**config.mk**
```make
export PLATFORM = sky130hd
export DESIGN_NAME = dcache_req_arbiter
export DESIGN_NICKNAME = d
export VERILOG_FILES = /design/src/rtl/dcache_req_arbiter.sv
export SDC_FILE = /design/constraint.sdc
export NUM_CORES = 1
export LEC_CHECK = 0
export ABC_AREA = 1
export CAP_MARGIN = 20
export CORE_AREA = 3 3 157 159
export CTS_CLUSTER_SIZE = 24
export DETAILED_ROUTE_END_ITERATION = 8
export DIE_AREA = 0 0 160 162
export PLACE_DENSITY = 0.52
export RECOVER_POWER = 100
export SYNTH_ARGS = -nofsm -noshare
export SYNTH_HDL_FRONTEND = slang
export SYNTH_SLANG_ARGS = --single-unit
```
**constraint.sdc**
```tcl
create_clock -name clk_i -period 4.5 [get_ports clk_i]
set_input_delay 0.675 -clock clk_i [delete_from_list [all_inputs] [get_ports clk_i]]
set_output_delay 0.675 -clock clk_i [all_outputs]
set_load 0.005 [all_outputs]
```
**src/rtl/dcache_req_arbiter.sv**
```systemverilog
// dcache_req_arbiter: round-robin sharing of one HPDC request port with AMO serialisation, fence drain and response routing
package dcache_req_arbiter_pkg;
   // Opcode encoding: LOAD, STORE, then the AMO group LR..MAXU occupies one contiguous range
   localparam logic [3:0] OP_LOAD = 4'd0;
   localparam logic [3:0] OP_LR   = 4'd2;
   localparam logic [3:0] OP_ADD  = 4'd5;
   localparam logic [3:0] OP_MAXU = 4'd12;
   typedef struct packed {
      logic [3:0]  op;
      logic [31:0] addr;
      logic [31:0] wdata;
      logic [3:0]  sid;
      logic [3:0]  tid;
   } hpdcache_req_t;
   typedef struct packed {
      logic [31:0] rdata;
      logic [3:0]  sid;
      logic [3:0]  tid;
      logic        error;
   } hpdcache_rsp_t;
   function automatic logic is_amo(input logic [3:0] op);
      return (op >= OP_LR) && (op <= OP_MAXU);
   endfunction
endpackage

module dcache_req_arbiter
   import dcache_req_arbiter_pkg::*;
#(
   parameter int NUM_REQ         = 3,
   parameter int MAX_OUTSTANDING = 4,
   parameter int SID_BASE        = 1
) (
   input  logic                 clk_i,
   input  logic                 rstn_i,
   input  logic [NUM_REQ-1:0]   req_valid_i,
   input  hpdcache_req_t        req_i [NUM_REQ],
   output logic [NUM_REQ-1:0]   req_ready_o,
   output logic                 dcache_req_valid_o,
   output hpdcache_req_t        dcache_req_o,
   input  logic                 dcache_ready_i,
   input  logic                 dcache_rsp_valid_i,
   input  hpdcache_rsp_t        dcache_rsp_i,
   output logic [NUM_REQ-1:0]   rsp_valid_o,
   output hpdcache_rsp_t        rsp_o,
   input  logic                 fence_i,
   input  logic                 wbuf_empty_i,
   output logic                 fence_done_o,
   output logic                 rsp_err_o
);
   localparam int IW = $clog2(NUM_REQ);
   localparam logic [1:0] ARB        = 2'd0;
   localparam logic [1:0] AMO_WAIT   = 2'd1;
   localparam logic [1:0] FENCE_WAIT = 2'd2;
   localparam logic [3:0] MAX_CNT = 4'(MAX_OUTSTANDING);
   localparam logic [3:0] SID_LO  = 4'(SID_BASE);
   localparam logic [3:0] SID_HI  = 4'(SID_BASE + NUM_REQ);

   logic [1:0]         state, st;
   logic [IW-1:0]      rr_ptr, ptr, win, win_lo, win_hi, amo_idx, rsp_idx;
   logic [3:0]         cnt [NUM_REQ];
   logic [3:0]         amo_tid;
   logic [NUM_REQ-1:0] elig;
   logic               hi_hit, hs, rsp_hit, amo_done, zero_hit, idle, fence_pend;

   // While reset is held, combinational outputs see the reset state rather than stale registers
   assign st  = rstn_i ? state : ARB;
   assign ptr = rstn_i ? rr_ptr : '0;

   // Round-robin pick: lowest eligible index at or above the pointer, else lowest eligible overall
   always_comb begin
      elig   = '0;
      win_lo = '0;
      win_hi = '0;
      hi_hit = 1'b0;
      for (int i = NUM_REQ - 1; i >= 0; i--) begin
         elig[i] = req_valid_i[i] && (!rstn_i || (cnt[i] < MAX_CNT));
         if (elig[i]) begin
            win_lo = IW'(i);
            if (IW'(i) >= ptr) begin
               win_hi = IW'(i);
               hi_hit = 1'b1;
            end
         end
      end
   end

   assign win                = hi_hit ? win_hi : win_lo;
   assign dcache_req_valid_o = (st == ARB) && (|elig);
   assign hs                 = dcache_req_valid_o && dcache_ready_i;
   assign rsp_o              = dcache_rsp_i;
   assign rsp_hit            = dcache_rsp_valid_i && (dcache_rsp_i.sid >= SID_LO) && (dcache_rsp_i.sid < SID_HI);
   assign rsp_idx            = IW'(dcache_rsp_i.sid - SID_LO);
   assign amo_done           = (state == AMO_WAIT) && rsp_hit && (rsp_idx == amo_idx) && (dcache_rsp_i.tid == amo_tid);
   assign fence_done_o       = (st == FENCE_WAIT) && idle && wbuf_empty_i;

   // Winner payload with its sid rewritten, per-requester accept and response routing, drain status
   always_comb begin
      dcache_req_o     = req_i[win];
      dcache_req_o.sid = SID_LO + 4'(win);
      req_ready_o      = '0;
      rsp_valid_o      = '0;
      zero_hit         = 1'b0;
      idle             = 1'b1;
      for (int i = 0; i < NUM_REQ; i++) begin
         req_ready_o[i] = hs && (win == IW'(i));
         rsp_valid_o[i] = rsp_hit && (rsp_idx == IW'(i));
         zero_hit       = zero_hit || (rsp_valid_o[i] && (cnt[i] == 4'd0));
         idle           = idle && (cnt[i] == 4'd0);
      end
   end

   // Outstanding counters (issue and response in one cycle cancel), sticky error, round-robin pointer
   always_ff @(posedge clk_i) begin
      if (!rstn_i) begin
         for (int i = 0; i < NUM_REQ; i++) cnt[i] <= '0;
         rr_ptr    <= '0;
         rsp_err_o <= 1'b0;
      end else begin
         for (int i = 0; i < NUM_REQ; i++) begin
            if (req_ready_o[i] && !rsp_valid_o[i]) cnt[i] <= cnt[i] + 4'd1;
            else if (!req_ready_o[i] && rsp_valid_o[i] && (cnt[i] != 4'd0)) cnt[i] <= cnt[i] - 4'd1;
         end
         if (dcache_rsp_valid_i && (!rsp_hit || zero_hit)) rsp_err_o <= 1'b1;
         if (hs) rr_ptr <= (win == IW'(NUM_REQ - 1)) ? '0 : win + 1'b1;
      end
   end

   // Mode control: an AMO blocks issue until its own response; a fence blocks issue until drained
   always_ff @(posedge clk_i) begin
      if (!rstn_i) begin
         state      <= ARB;
         fence_pend <= 1'b0;
         amo_idx    <= '0;
         amo_tid    <= '0;
      end else if (state == ARB) begin
         if (hs && is_amo(dcache_req_o.op)) begin
            state      <= AMO_WAIT;
            amo_idx    <= win;
            amo_tid    <= dcache_req_o.tid;
            fence_pend <= fence_i;
         end else if (fence_i) begin
            state <= FENCE_WAIT;
         end
      end else if (state == AMO_WAIT) begin
         if (fence_i) fence_pend <= 1'b1;
         if (amo_done) begin
            state      <= (fence_pend || fence_i) ? FENCE_WAIT : ARB;
            fence_pend <= 1'b0;
         end
      end else if (fence_done_o) begin
         state <= ARB;
      end
   end
endmodule

```
==> key figures <==
Clock tree
  – Post-CTS sizing: 0
  – Post-CTS setup buffers: 0
  – CTS clk-pin slew, worst paths: 0.06 ns
  – CTS tree: yes
  – Clock Tree Root: clkbuf_16
  – Longest Clk Path Bufs: 2
  – Hold_buf cts: 0
  – CTS Buf Count: 3
  – Clock Sinks: 24
  – Max H-tree Level: 1
  – Worst skew pair latency: 0.26 ns

Pwr
  – Leakage power: 3.03 nW
  – Clock network power share: 12.9%
  – Combinational group share of total power: 67.5%
  – Power, Total: 1.51 mW
  – Internal cell power: 0.923 mW
  – Sw Share: 39.0%
  – VDD IR-drop max: 0.144 mV
  – P_sw: 0.590 mW
  – Pwr/cell area: 218 nW/um2
  – Seq pwr share: 19.6%

STA
  – Final min period: 4.14 ns
  – Period utilisation layout: 92.1%
  – Max Slew Vio Count: 0
  – FMAX: 241 MHz
  – Sum Neg Setup Slack: 0 ns
  – RSZ-0062 raised after global routing: false
  – Final Hold Fails: 0
  – Setup ws final: 0.357 ns
  – # setup viols final: 0
  – Clock Skews: 0.00266 ns

Floorplanning
  – Die height: 162 um
  – Die ar.: 25,900 um2
  – Initial core utilization: 15.2%
  – I/O pin cnt: 404
  – Core area: 23,400 um2
  – Placement Rows: 56
  – Die Wd: 160 um

Global route
  – Overflow after GRT: 0
  – Met1 GRT Util: 16.9%
  – Met3 GRT Util: 5.02%
  – Tot GR Track Use: 14.2%
  – GR peak layer: met2
  – Largest net degree at the start of global routing: 46
  – Initial antenna violation count: 4
  – M2 GR Usage: 25.0%
  – Number of global-route vias before repair: 4,882
  – First-pass GRT wire length: 29.0 mm

Yosys
  – Synth Cell Area: 3570 um2
  – Sequential element share of the synthesized area: 16.8%
  – Syn nets: 910
  – Seq cells post-synth: 24
  – Synth cell types: 41
  – Ys Warns: 0
  – Syn avg cell area: 5.81 um2
  – Mapped Cells: 614

Final layout
  – Share of post-route cells with drive strength above 1: 3.61%
  – Layout net count: 1,183
  – Layout filler cell count: 2,642
  – Area Growth Syn to Fin: 94.2%
  – Fin util: 29.6%

Setup path
  – Crit-path max FO: 24
  – Startpoint type of the worst setup path: primary input
  – Arr. time, crit path: 3.47 ns
  – Kind of end point of the critical path: primary output
  – Crit path kind: in -> out
  – WP data required: 3.83 ns

Drt
  – TritonRoute pass-1 iters: 4
  – Post-Route WL: 19.6 mm
  – Post-DRT Antenna Nets: 0
  – Via/cell ratio: 3.97
  – Total vias in the final route: 4,796
  – DRT iter0 DRCs: 170
  – Drt wl/cell: 16.2 um
  – Residual DRC: 0

Min path
  – Hold Crit Class: reg -> reg

Placed design
  – Post-DP HPWL: 16.7 mm
  – PortBufs: 324
  – GPL Wtd Cong: 0.874
  – Dpl ws: 0.468 ns

Flow run
  – # Max-Cap Violations: 0

Run status
  – Status: completed
power groups by stage:
stage | logic (mW) | registers, mW | clock network, mW
after detailed placement | 1.10 | 0.300 | 0
after CTS | 1.11 | 0.296 | 0.204
after global routing | 1.14 | 0.301 | 0.214
after floorplan | 0.478 | 0.293 | 0
final | 1.02 | 0.296 | 0.195
after global placement | 1.11 | 0.299 | 0
Yosys cell counts (all sizes together):
cell type	instances	area, um2
nand2	260	1020
nand3	97	521
buf	59	395
inv	54	203
nor2	32	148
a21oi	19	98.9
o21ai	17	88.8
ha	16	200
dfxtp	12	240
edfxtp	12	360
xor2	7	61.3
clkbuf	6	22.5
nand4	3	48.8
xnor2	3	26.3
a41oi	2	17.5
fa	2	40.0
nor3	2	10.0
or2	2	12.5
a31oi	1	6.26
clkinv	1	3.75
conb	1	3.75
nand3b	1	7.51
nor4	1	6.26
o211ai	1	7.51
o221ai	1	8.76
o22ai	1	6.26
o31ai	1	7.51
routing by layer:
metal	vias up	share of wire [%]	routed length, um
met3	13	9.5	1860
met4	0	1.3	245
met5	-	0	0
met1	2115	40	7800
met2	207	49	9650
li1	2461	-	-
kinds of logic (layout without fill, tap and decap cells):
group	after synthesis	in the layout	synth area share (%)
compound gates	43	43	6.77
simple gates	398	398	49.6
xor+xnor	10	10	2.46
other cells	1	5	0.105
buf+inv	120	392	17.5
flops	24	24	16.8
fa+ha+maj	18	18	6.73
worst max-delay path, cell delays in order:
cell             delay, ns
dlygate4sd3_1         0.80
inv_2                 0.09
o21ai_2               0.20
nand3_2               0.11
nand2_2               0.11
nand2_4               0.12
inv_1                 0.17
buf_4                 0.32
nand2_1               0.08
nand3_1               0.15
clkdlybuf4s50_1       0.62
worst paths after layout:
kind | cells after the start | slack [ns] | to | from
min reg2reg | 2 | 0.45 | rsp_err_o | rsp_err_o
max | 11 | 0.36 | dcache_req_o[2] | rstn_i
min | 2 | 0.45 | rsp_err_o | rsp_err_o
max reg2reg | 18 | 1.36 | cnt[0][3] | cnt[0][3]
layout by cell type (no fill, tap or decap), types with 6 or more instances in the layout:
master	n
a21oi_1	18
clkdlybuf4s50_1	243
dfxtp_1	12
dlygate4sd3_1	81
edfxtp_1	12
ha_1	16
inv_1	53
nand2_1	253
nand3_1	91
nand3_2	6
nor2_1	29
o21ai_0	12
xor2_1	7
registers in the layout, indices dropped and copies added, names as in the netlist:
name / flops
rr_ptr: 2
state: 2
fence_pend: 1
rsp_err_o: 1
amo_tid: 4
amo_idx: 2
cnt: 12
stage by stage:
stage | hold slack (ns) | cells | cell area [um2]
floorplan | 0.436 | 614 | 3570
global placement | 0.441 | 1201 | 6900
detailed placement | 0.444 | 1201 | 6900
CTS | 0.454 | 1205 | 6980
global route | 0.474 | 1208 | 6930
finish | 0.448 | 1209 | 6930
layout make-up:
| type | instances | area [um2] | share of cell area [%] |
|---|---|---|---|
| Antenna cell | 4 | 10.0 | 0.144 |
| Clock buffer | 3 | 75.1 | 1.08 |
| Clock inverter | 1 | 3.75 | 0.0542 |
| Inverter | 55 | 206 | 2.98 |
| Multi-Input combinational cell | 470 | 2290 | 33.0 |
| Sequential cell | 24 | 601 | 8.67 |
| Tap cell | 319 | 399 | 5.76 |
| Timing Repair Buffer | 333 | 3340 | 48.3 |
Power figures use the tool's default switching activity.
